## src/rtl/dram_pkg.sv

```systemverilog
// Shared types and constants for the two-phase DRAM arbiter.
// The phase numbering follows the 4-cycle slot: data strobe, grant/done, address strobe, command.
package dram_pkg;

    localparam int WORD_SIZE_DEF  = 16;
    localparam int ADDR_WIDTH_DEF = 16;

    typedef enum logic [1:0] {
        PH_DATA       = 2'd0,
        PH_SAMPLE_OUT = 2'd1,
        PH_ADDR       = 2'd2,
        PH_CMD        = 2'd3
    } phase_e;

    typedef logic port_id_t;

endpackage

```

## src/rtl/dram_arbiter_phase_gen.sv

```systemverilog
// Free-running 2-bit phase counter producing registered clk1/clk2 strobes.
// The decodes tell the datapath which phase is ending on the current edge.
module dram_phase_gen
    import dram_pkg::*;
(
    input  logic   clk,
    input  logic   rst_n,
    output phase_e ph_o,
    output logic   clk1_o,
    output logic   clk2_o,
    output logic   sample_edge_o,
    output logic   cmd_edge_o
);

    phase_e ph_q;
    phase_e ph_d;
    logic   clk1_q;
    logic   clk2_q;

    assign ph_d = phase_e'(ph_q + 2'd1);

    // Strobes decode the next phase so the flop output is high exactly during that phase.
    always_ff @(posedge clk or negedge rst_n) begin
        if (!rst_n) begin
            ph_q   <= PH_CMD;
            clk1_q <= 1'b0;
            clk2_q <= 1'b0;
        end else begin
            ph_q   <= ph_d;
            clk1_q <= (ph_d == PH_DATA);
            clk2_q <= (ph_d == PH_ADDR);
        end
    end

    assign ph_o          = ph_q;
    assign clk1_o        = clk1_q;
    assign clk2_o        = clk2_q;
    assign sample_edge_o = (ph_q == PH_DATA);
    assign cmd_edge_o    = (ph_q == PH_ADDR);

endmodule

```

## src/rtl/dram_arbiter.sv

```systemverilog
// Round-robin two-port controller for a two-phase DRAM: one transaction per 4-cycle slot.
// Handshake: req+payload held until a one-cycle gnt; a done pulse follows 4 cycles later.
module dram_arbiter
    import dram_pkg::*;
#(
    parameter int WordSize  = WORD_SIZE_DEF,
    parameter int AddrWidth = ADDR_WIDTH_DEF
) (
    input  logic                 clk,
    input  logic                 rst_n,
    input  logic                 p0_req,
    input  logic                 p0_we,
    input  logic [AddrWidth-1:0] p0_addr,
    input  logic [WordSize-1:0]  p0_wdata,
    output logic                 p0_gnt,
    output logic                 p0_done,
    input  logic                 p1_req,
    input  logic                 p1_we,
    input  logic [AddrWidth-1:0] p1_addr,
    input  logic [WordSize-1:0]  p1_wdata,
    output logic                 p1_gnt,
    output logic                 p1_done,
    output logic [WordSize-1:0]  rdata,
    output logic                 mem_clk1,
    output logic                 mem_clk2,
    output logic [AddrWidth-1:0] mem_addr,
    output logic [WordSize-1:0]  mem_din,
    output logic                 mem_rd,
    output logic                 mem_wr,
    input  logic [WordSize-1:0]  mem_dout
);

    phase_e ph;
    logic   sample_edge;
    logic   cmd_edge;

    dram_phase_gen u_phase_gen (
        .clk           (clk),
        .rst_n         (rst_n),
        .ph_o          (ph),
        .clk1_o        (mem_clk1),
        .clk2_o        (mem_clk2),
        .sample_edge_o (sample_edge),
        .cmd_edge_o    (cmd_edge)
    );

    logic                 grant_d;
    port_id_t             win_d;
    logic                 sel_we_d;
    logic [AddrWidth-1:0] sel_addr_d;
    logic [WordSize-1:0]  sel_wdata_d;

    port_id_t             prio_q;
    logic                 busy_q;
    port_id_t             owner_q;
    logic                 we_q;
    logic [WordSize-1:0]  wdata_q;
    logic                 gnt0_q, gnt1_q, done0_q, done1_q;
    logic [WordSize-1:0]  rdata_q;
    logic [AddrWidth-1:0] mem_addr_q;
    logic [WordSize-1:0]  mem_din_q;
    logic                 mem_rd_q, mem_wr_q;

    // prio_q names the port that wins a tie; it flips away from each winner.
    always_comb begin
        grant_d = 1'b0;
        win_d   = 1'b0;
        if (p0_req && p1_req) begin
            grant_d = 1'b1;
            win_d   = prio_q;
        end else if (p0_req) begin
            grant_d = 1'b1;
            win_d   = 1'b0;
        end else if (p1_req) begin
            grant_d = 1'b1;
            win_d   = 1'b1;
        end
        sel_we_d    = win_d ? p1_we    : p0_we;
        sel_addr_d  = win_d ? p1_addr  : p0_addr;
        sel_wdata_d = win_d ? p1_wdata : p0_wdata;
    end

    always_ff @(posedge clk or negedge rst_n) begin
        if (!rst_n) begin
            prio_q     <= 1'b0;
            busy_q     <= 1'b0;
            owner_q    <= 1'b0;
            we_q       <= 1'b0;
            wdata_q    <= '0;
            gnt0_q     <= 1'b0;
            gnt1_q     <= 1'b0;
            done0_q    <= 1'b0;
            done1_q    <= 1'b0;
            rdata_q    <= '0;
            mem_addr_q <= '0;
            mem_din_q  <= '0;
            mem_rd_q   <= 1'b0;
            mem_wr_q   <= 1'b0;
        end else begin
            gnt0_q  <= 1'b0;
            gnt1_q  <= 1'b0;
            done0_q <= 1'b0;
            done1_q <= 1'b0;
            if (sample_edge) begin
                // Retire the slot whose clk1 just fired, then load the new winner.
                if (busy_q) begin
                    if (owner_q) done1_q <= 1'b1;
                    else         done0_q <= 1'b1;
                    if (!we_q) rdata_q <= mem_dout;
                end
                mem_rd_q <= 1'b0;
                mem_wr_q <= 1'b0;
                busy_q   <= grant_d;
                if (grant_d) begin
                    owner_q    <= win_d;
                    we_q       <= sel_we_d;
                    wdata_q    <= sel_wdata_d;
                    mem_addr_q <= sel_addr_d;
                    prio_q     <= ~win_d;
                    if (win_d) gnt1_q <= 1'b1;
                    else       gnt0_q <= 1'b1;
                end
            end
            if (cmd_edge && busy_q) begin
                mem_rd_q  <= ~we_q;
                mem_wr_q  <= we_q;
                mem_din_q <= wdata_q;
            end
        end
    end

    assign p0_gnt   = gnt0_q;
    assign p1_gnt   = gnt1_q;
    assign p0_done  = done0_q;
    assign p1_done  = done1_q;
    assign rdata    = rdata_q;
    assign mem_addr = mem_addr_q;
    assign mem_din  = mem_din_q;
    assign mem_rd   = mem_rd_q;
    assign mem_wr   = mem_wr_q;

endmodule

```

## config.mk

```make
export PLATFORM = sky130hd
export DESIGN_NAME = dram_arbiter
export DESIGN_NICKNAME = d
export VERILOG_FILES = /design/src/rtl/dram_pkg.sv /design/src/rtl/dram_arbiter_phase_gen.sv /design/src/rtl/dram_arbiter.sv
export SDC_FILE = /design/constraint.sdc
export NUM_CORES = 1
export LEC_CHECK = 0
export ABC_AREA = 1
export BUFFER_PORTS_ARGS = -buffer_cell sky130_fd_sc_hd__buf_2
export CAP_MARGIN = 10
export CORE_MARGIN = 3
export CORE_UTILIZATION = 40
export CTS_CLUSTER_DIAMETER = 80
export DETAILED_ROUTE_END_ITERATION = 8
export HOLD_SLACK_MARGIN = 0.03
export PLACE_DENSITY = 0.71
export REMOVE_ABC_BUFFERS = 1
export SLEW_MARGIN = 20
export SYNTH_ARGS = -nofsm -noshare
export SYNTH_HDL_FRONTEND = slang
export SYNTH_SLANG_ARGS = --single-unit
```

## constraint.sdc

```tcl
create_clock -name clk -period 1.6 [get_ports clk]
set_input_delay 0.32 -clock clk [delete_from_list [all_inputs] [get_ports clk]]
set_output_delay 0.32 -clock clk [all_outputs]
set_load 0.005 [all_outputs]
```

Yosys cells after proc, flatten, opt, wreduce, memory -nomap -nowiden --
Index checks and enable logic that the tools add are counted.
Cells by class: multiplexer cells 23, bitwise operators 2, add/subtract/negate cells 1, reductions and logical operators 7, equal/unequal tests 2
Operators by type and width (count):
- 16-bit two-way mux | 2
- 1-bit two-way mux | 21
- 2-bit == test (second input constant) | 2
- 2-bit zero test | 2
- 3-bit AND reduction | 1
- 2-bit by 1-bit adder with 2-bit output (second input constant) | 1
- 1-bit logical AND | 2
- 1-bit NOT | 2
- 2-bit AND reduction | 1
- 2-bit nonzero test | 1
Storage, ports and cells: output and inout bits 56, logic and storage cells 52, bits of input ports 86, flip-flop bits (word level) 78

Depth between registers and ports, before layout --
depth after elaboration 6, gate-level depth with buffers 7, mapped depth without buffers 7

Modules after synthesis --
Synthesis repeated with hierarchy kept, for this count alone.
Unflattened totals: cell total of the unflattened synthesis 461, area, all modules 3612.2 µm²
Modules (own cells, without submodules):
- dram_arbiter | seq. area each 1851.8 µm², cells an instance 451, area each 3452.1 µm², instances 1
- dram_phase_gen | seq. area each 102.6 µm², cells an instance 10, area each 160.2 µm², instances 1

Least setup slack after synthesis --
No wires, ideal clock.
path type register to register, start point reg u_phase_gen.ph_q[0] (netlist: u_phase_gen.ph_o[0]), end point reg rdata_q[2] (netlist: rdata[2]), arrival 1.386 ns, path slack 0.131 ns, setup time 0.083 ns, path buffers 1, stages on the path, launching flop included 7, period minus slack after synthesis 1.469 ns, required time 1.517 ns, cell sequence dfstp_2 -> inv_1 -> ha_1 -> nand3_1 -> clkbuf_1 -> nand2_1 -> o21ai_0
On the way: cells in the longest elaborated chain, start to end 2
Ends and longest elaborated chain:
- start: declaration | RTL line dram_arbiter_phase_gen.sv:15 | phase_e ph_q;
- start signal: assignment | RTL line dram_arbiter_phase_gen.sv:29 | ph_q <= ph_d;
- 2-bit zero test | RTL line dram_arbiter_phase_gen.sv:38 | assign sample_edge_o = (ph_q == PH_DATA);
- 3-bit AND reduction (no source line)
- end signal: assignment | RTL line dram_arbiter.sv:109 | if (!we_q) rdata_q <= mem_dout;
- end: declaration | RTL line dram_arbiter.sv:59 | logic [WordSize-1:0] rdata_q;
Every way passes these cells. A chain may end at the register's enable or synchronous reset.

Final worst setup path --
start point reg u_phase_gen.ph_q[0] (netlist: u_phase_gen.ph_o[0]), end point reg wdata_q[6]
On the way: cells in the longest elaborated chain, start to end 2
Ends and longest elaborated chain:
- 2-bit zero test | RTL line dram_arbiter_phase_gen.sv:38
- 2-bit AND reduction (no source line)
- end signal: assignment | RTL line dram_arbiter.sv:117 | wdata_q <= sel_wdata_d;
- end: declaration | RTL line dram_arbiter.sv:57 | logic [WordSize-1:0] wdata_q;
Every way passes these cells.

==> results.md <==
Status:
- The flow ran to the end, and the final reports show no timing, DRC or antenna violations.

Die:
- The die is 100.8 microns wide.
- between 100 and 150 I/O pins were placed.
- The die height is approximately 100 microns.
- The area of the die is approximately 10,000 sq um.
- After floorplanning, the core was divided into 33 placement rows.
- The starting density of the core is ~42%.
- The floorplan step defined a core boundary enclosing 8464 sq um.

Critical path:
- The critical path depth in cells is 6.
- The critical path capture point type is a flop.
- The most repeated library cell on the critical path is sky130_fd_sc_hd__nand2_1.
- The slowest library cell on the worst path is sky130_fd_sc_hd__dfstp_2.
- The data required time of the critical path is between 1.5 and 2 ns.
- The signal on the critical path passes through inv_1 -> ha_1 -> o21ai_4 -> buf_8 -> nand2_1 -> nand2_1.
- STA puts the critical path data arrival time at around 1.8 ns.
- The maximum net fanout on the critical path is 34.
- The sum of buffers and inverters on the critical path is 2.
- The startpoint type of the worst setup path is a flop.
- The most critical setup path has its startpoint at u_phase_gen.ph_o[0]$_DFF_PN1_.
- The number of cells traversed by the worst register-to-register path is 6.
- Grouping stages by cell kind, the critical path spends the most delay in flip-flops.
- The biggest cell delay along the critical path is 0.55 ns.
- By startpoint and endpoint, the worst setup path is classified as flop to flop.
- The worst register-to-register path begins at u_phase_gen.ph_o[0]$_DFF_PN1_.

Detailed routing:
- The number of remaining DRC errors is 0.
- The first routing iteration left 107 violations.
- In the final routed layout, each cell accounts on average for 12.13 microns.
- The number of nets with antenna violations after routing is 0.
- The post-detailed-routing wire length is roughly 8600 microns.
- After detailed routing, the number of vias per cell comes to ~4.6.
- Summing over every cut layer, the via total after detailed routing is about 3,300.
- The first-pass detailed-route iteration total is 4.

Global routing:
- The number of antenna violations at the first check in global routing came to 0.
- The via count of the first global-routing pass is 3,206.
- Entering global routing, the biggest net connects 60 pins.
- The wire length of the first global-routing pass is roughly 14,000 microns.
- The total overflow left after global routing is 0.
- Across every metal layer, demand over resource in global routing totals 17.52%.

Finish:
- The final-stage net count is between 600 and 700.
- Cells fill ~55% of the core in the end.
- In the final layout, the multi-input gates occupy 1186 sq um.
- The post-synthesis to final-layout area growth is 29.00%.
- The finished layout holds approximately 710 standard cells, fillers aside.
- The number of antenna diodes in the final layout is 0.
- Across the whole layout, storage elements account for between 1500 and 2000 sq um.
- Of the cells placed in the final design, the portion with a size suffix greater than 1 is between 20% and 30%.
- The filler cell count is between 800 and 900.

Clock tree:
- After clock tree synthesis, the clock-pin slew on the worst setup and hold paths is 0.08 ns.
- The maximum clock insertion buffer count is 2.
- Clock latency on the worst-skew pair, taken at its later pin, is 0.34 ns.
- TritonCTS created 9 clock buffers.
- TritonCTS built the clock tree.
- The clock net in this run drives a total of a little under 80 sinks.
- In this run the number of H-tree levels came out at 3.
- The post-CTS setup repair buffer count is 0.
- Clock tree synthesis selected as its root buffer the cell sky130_fd_sc_hd__clkbuf_8.

Job:
- Across the run, the number of max-cap violations was 0.

Timing:
- For this run, the top clock speed supported by timing is roughly 670 MHz.
- The share of the clock period used by the worst path is 93.78%.
- Between clock sinks in the finished design, the worst skew comes to ~0.0093 ns.
- The count of endpoints failing hold in the final timing report is 0.
- The worst path setup slack after routing is 0.09959 ns.
- Setup violations remaining at the end of the flow were counted as 0.
- Across all hold checks on the routed design, the worst slack comes to approximately 0.23 ns.
- Setup repair after global routing left no endpoint under its margin.
- The worst max-slew margin expressed relative to the limit is 76.07%.
- The number of max-slew violations in the final report is 0.
- The time the final worst path needs with I/O delays and setup is between 1.5 and 2 ns.
- The slew at the pin closest to its max-slew limit is 0.3589 ns.

Yosys:
- In the synthesized netlist, mux cells make up 0% of the area.
- For this run, the number of Yosys warnings is 0.
- The adder-cell share of the synthesized area is 1.393%.
- Synthesis inferred 78 register bits.
- The average cell area after synthesis is between 7 and 8 sq um.
- The number of instances in the synthesized netlist is 461.
- The synthesized netlist devotes 0% of its cell area to XOR and XNOR gates.
- By area, the combinational part of the netlist is dominated by simple AND/OR/NAND/NOR gates.
- Sorting the synthesized cells by area gives the leading types as sky130_fd_sc_hd__dfrtp_1 (53%), sky130_fd_sc_hd__nand2_1 (16%), sky130_fd_sc_hd__nand3_1 (12%).
- The area fraction in and, or, nand and nor cells after synthesis is between 20 and 30%.
- Summed over its instances, the top area cell type makes up 52.92% of the synthesized netlist area.
- The compound-gate portion of the synthesized area is roughly 3.1%.
- The part of the Yosys area used for sequential elements is between 50% and 60%.
- After synthesis, the netlist uses 15 different library cells.
- Summing every instance area after synthesis gives 3593 sq um.
- sky130_fd_sc_hd__dfrtp_1 takes more of the synthesized area than any other cell.

Place:
- After legalization and detailed placement, the total HPWL measured 6139 microns.
- Input and output buffers added on the ports amount to 141.
- The weighted congestion reported at the end of routability-driven placement is roughly 0.82.
- The number of instances in the placed design is around 700.
- Prior to clock tree synthesis, the placed netlist has a worst setup slack of -0.08598 ns.

Power and ir drop:
- The power density over the cells is ~950 nW/um^2.
- The static leakage power is between 2 and 3 nW.
- The maximum ir drop on the vdd rail is about 380 uV.

Min path:
- The launch point of the worst hold path is mem_dout[8].
- Along the worst hold path, the cell count comes to 3.
- The min-delay analysis places its worst path in the category primary input to flop.
[cells in the mapped netlist]
cell                       number
sky130_fd_sc_hd__clkbuf_1       9
sky130_fd_sc_hd__nand2_2        1
sky130_fd_sc_hd__dfstp_2        2
sky130_fd_sc_hd__buf_6          1
sky130_fd_sc_hd__o21ai_4        1
sky130_fd_sc_hd__inv_1         89
sky130_fd_sc_hd__buf_1          4
sky130_fd_sc_hd__nand3_1       85
sky130_fd_sc_hd__inv_2          1
sky130_fd_sc_hd__o21ai_0       19
sky130_fd_sc_hd__dfrtp_1       76
sky130_fd_sc_hd__nor2_1         5
sky130_fd_sc_hd__ha_1           4
sky130_fd_sc_hd__buf_2         11
sky130_fd_sc_hd__nand2_1      153
[per-stage QoR]
step | area, sq um | TNS, ns | power, mW
floorplan | 3478 | -5.496 | 2.685
global placement | 4436 | -0.02585 | 3.124
detailed placement | 4436 | -0.1895 | 3.150
CTS | 4629 | 0 | 4.487
global route | 4636 | 0 | 4.691
finish | 4636 | 0 | 4.416
[kinds of logic (layout without fill, tap and decap cells)]
kind of cell    count (synthesis)  in the layout
simple gates                  244            244
buf+inv                       115            257
flops                          78             78
compound gates                 20             20
fa+ha+maj                       4              4
[path summary, 6_finish.rpt]
path / to / slack (ns)
worst max-delay path: wdata_q[6]$_DFFE_PN0P_ / 0.1
worst min-delay path: rdata[8]$_DFFE_PN0P_ / 0.23
worst max register to register: wdata_q[6]$_DFFE_PN0P_ / 0.1
worst min register to register: p0_done$_DFF_PN0_ / 0.46
max in group asynchronous: u_phase_gen.ph_o[1]$_DFF_PN1_ / 0.56
min in group asynchronous: rdata[0]$_DFFE_PN0P_ / 0.39
[repair_timing]
item	in CTS	in global routing
resized for setup	2	2
hold buffers	1	0
endpoints found under the hold margin	19	0
setup endpoints to repair	32	20
[state kept, by name, summed over array words and instances (netlist names)]
name / flops
we_q: 1
u_phase_gen.clk2_o: 1
p1_done: 1
mem_addr: 16
u_phase_gen.ph_o: 2
mem_din: 16
p0_done: 1
owner_q: 1
mem_wr: 1
prio_q: 1
p0_gnt: 1
u_phase_gen.clk1_o: 1
wdata_q: 16
busy_q: 1
rdata: 16
mem_rd: 1
p1_gnt: 1
[final cells by class]
type / instances / share of cell area, %
clock buffer: 12 / 3.347
clock inverter: 4 / 0.4858
inverter: 90 / 7.395
multi-input combinational: 268 / 25.59
sequential: 78 / 42.16
tap: 105 / 2.834
timing repair buffer: 151 / 18.19
[power breakdown]
| group | switching (mW) | internal [mW] | total (mW) |
|---|---|---|---|
| Combinational | 0.390 | 0.358 | 0.748 |
| Sequential | 0.134 | 2.22 | 2.35 |
| Clock | 0.676 | 0.641 | 1.32 |
| Total | 1.20 | 3.22 | 4.42 |
[worst register-to-register path, cell delays in order, from the launching register on]
cell,delay (ns)
sky130_fd_sc_hd__dfstp_2,0.55
sky130_fd_sc_hd__inv_1,0.07
sky130_fd_sc_hd__ha_1,0.27
sky130_fd_sc_hd__o21ai_4,0.12
sky130_fd_sc_hd__buf_8,0.26
sky130_fd_sc_hd__nand2_1,0.10
sky130_fd_sc_hd__nand2_1,0.07
[metal layers]
layer / share of wire (%) / routed length [microns] / GRT usage [%] / vias up
li1: - / - / - / 1661
met1: 43 / 3667 / 21.20 / 1477
met2: 48 / 4099 / 30.68 / 126
met3: 8.3 / 709 / 3.529 / 10
met4: 1.3 / 114 / 6.528 / 0
met5: 0 / 0 / 0 / -
[layout by cell type (no fill, tap or decap), drive strengths merged]
cell type	n
nand3	85
o21ai	20
buf	150
dfstp	2
clkinvlp	1
dlygate4sd3	1
ha	4
dfrtp	76
clkinv	3
nand2	154
clkbuf	12
inv	90
nor2	5
(Power assumes the default switching activity.)
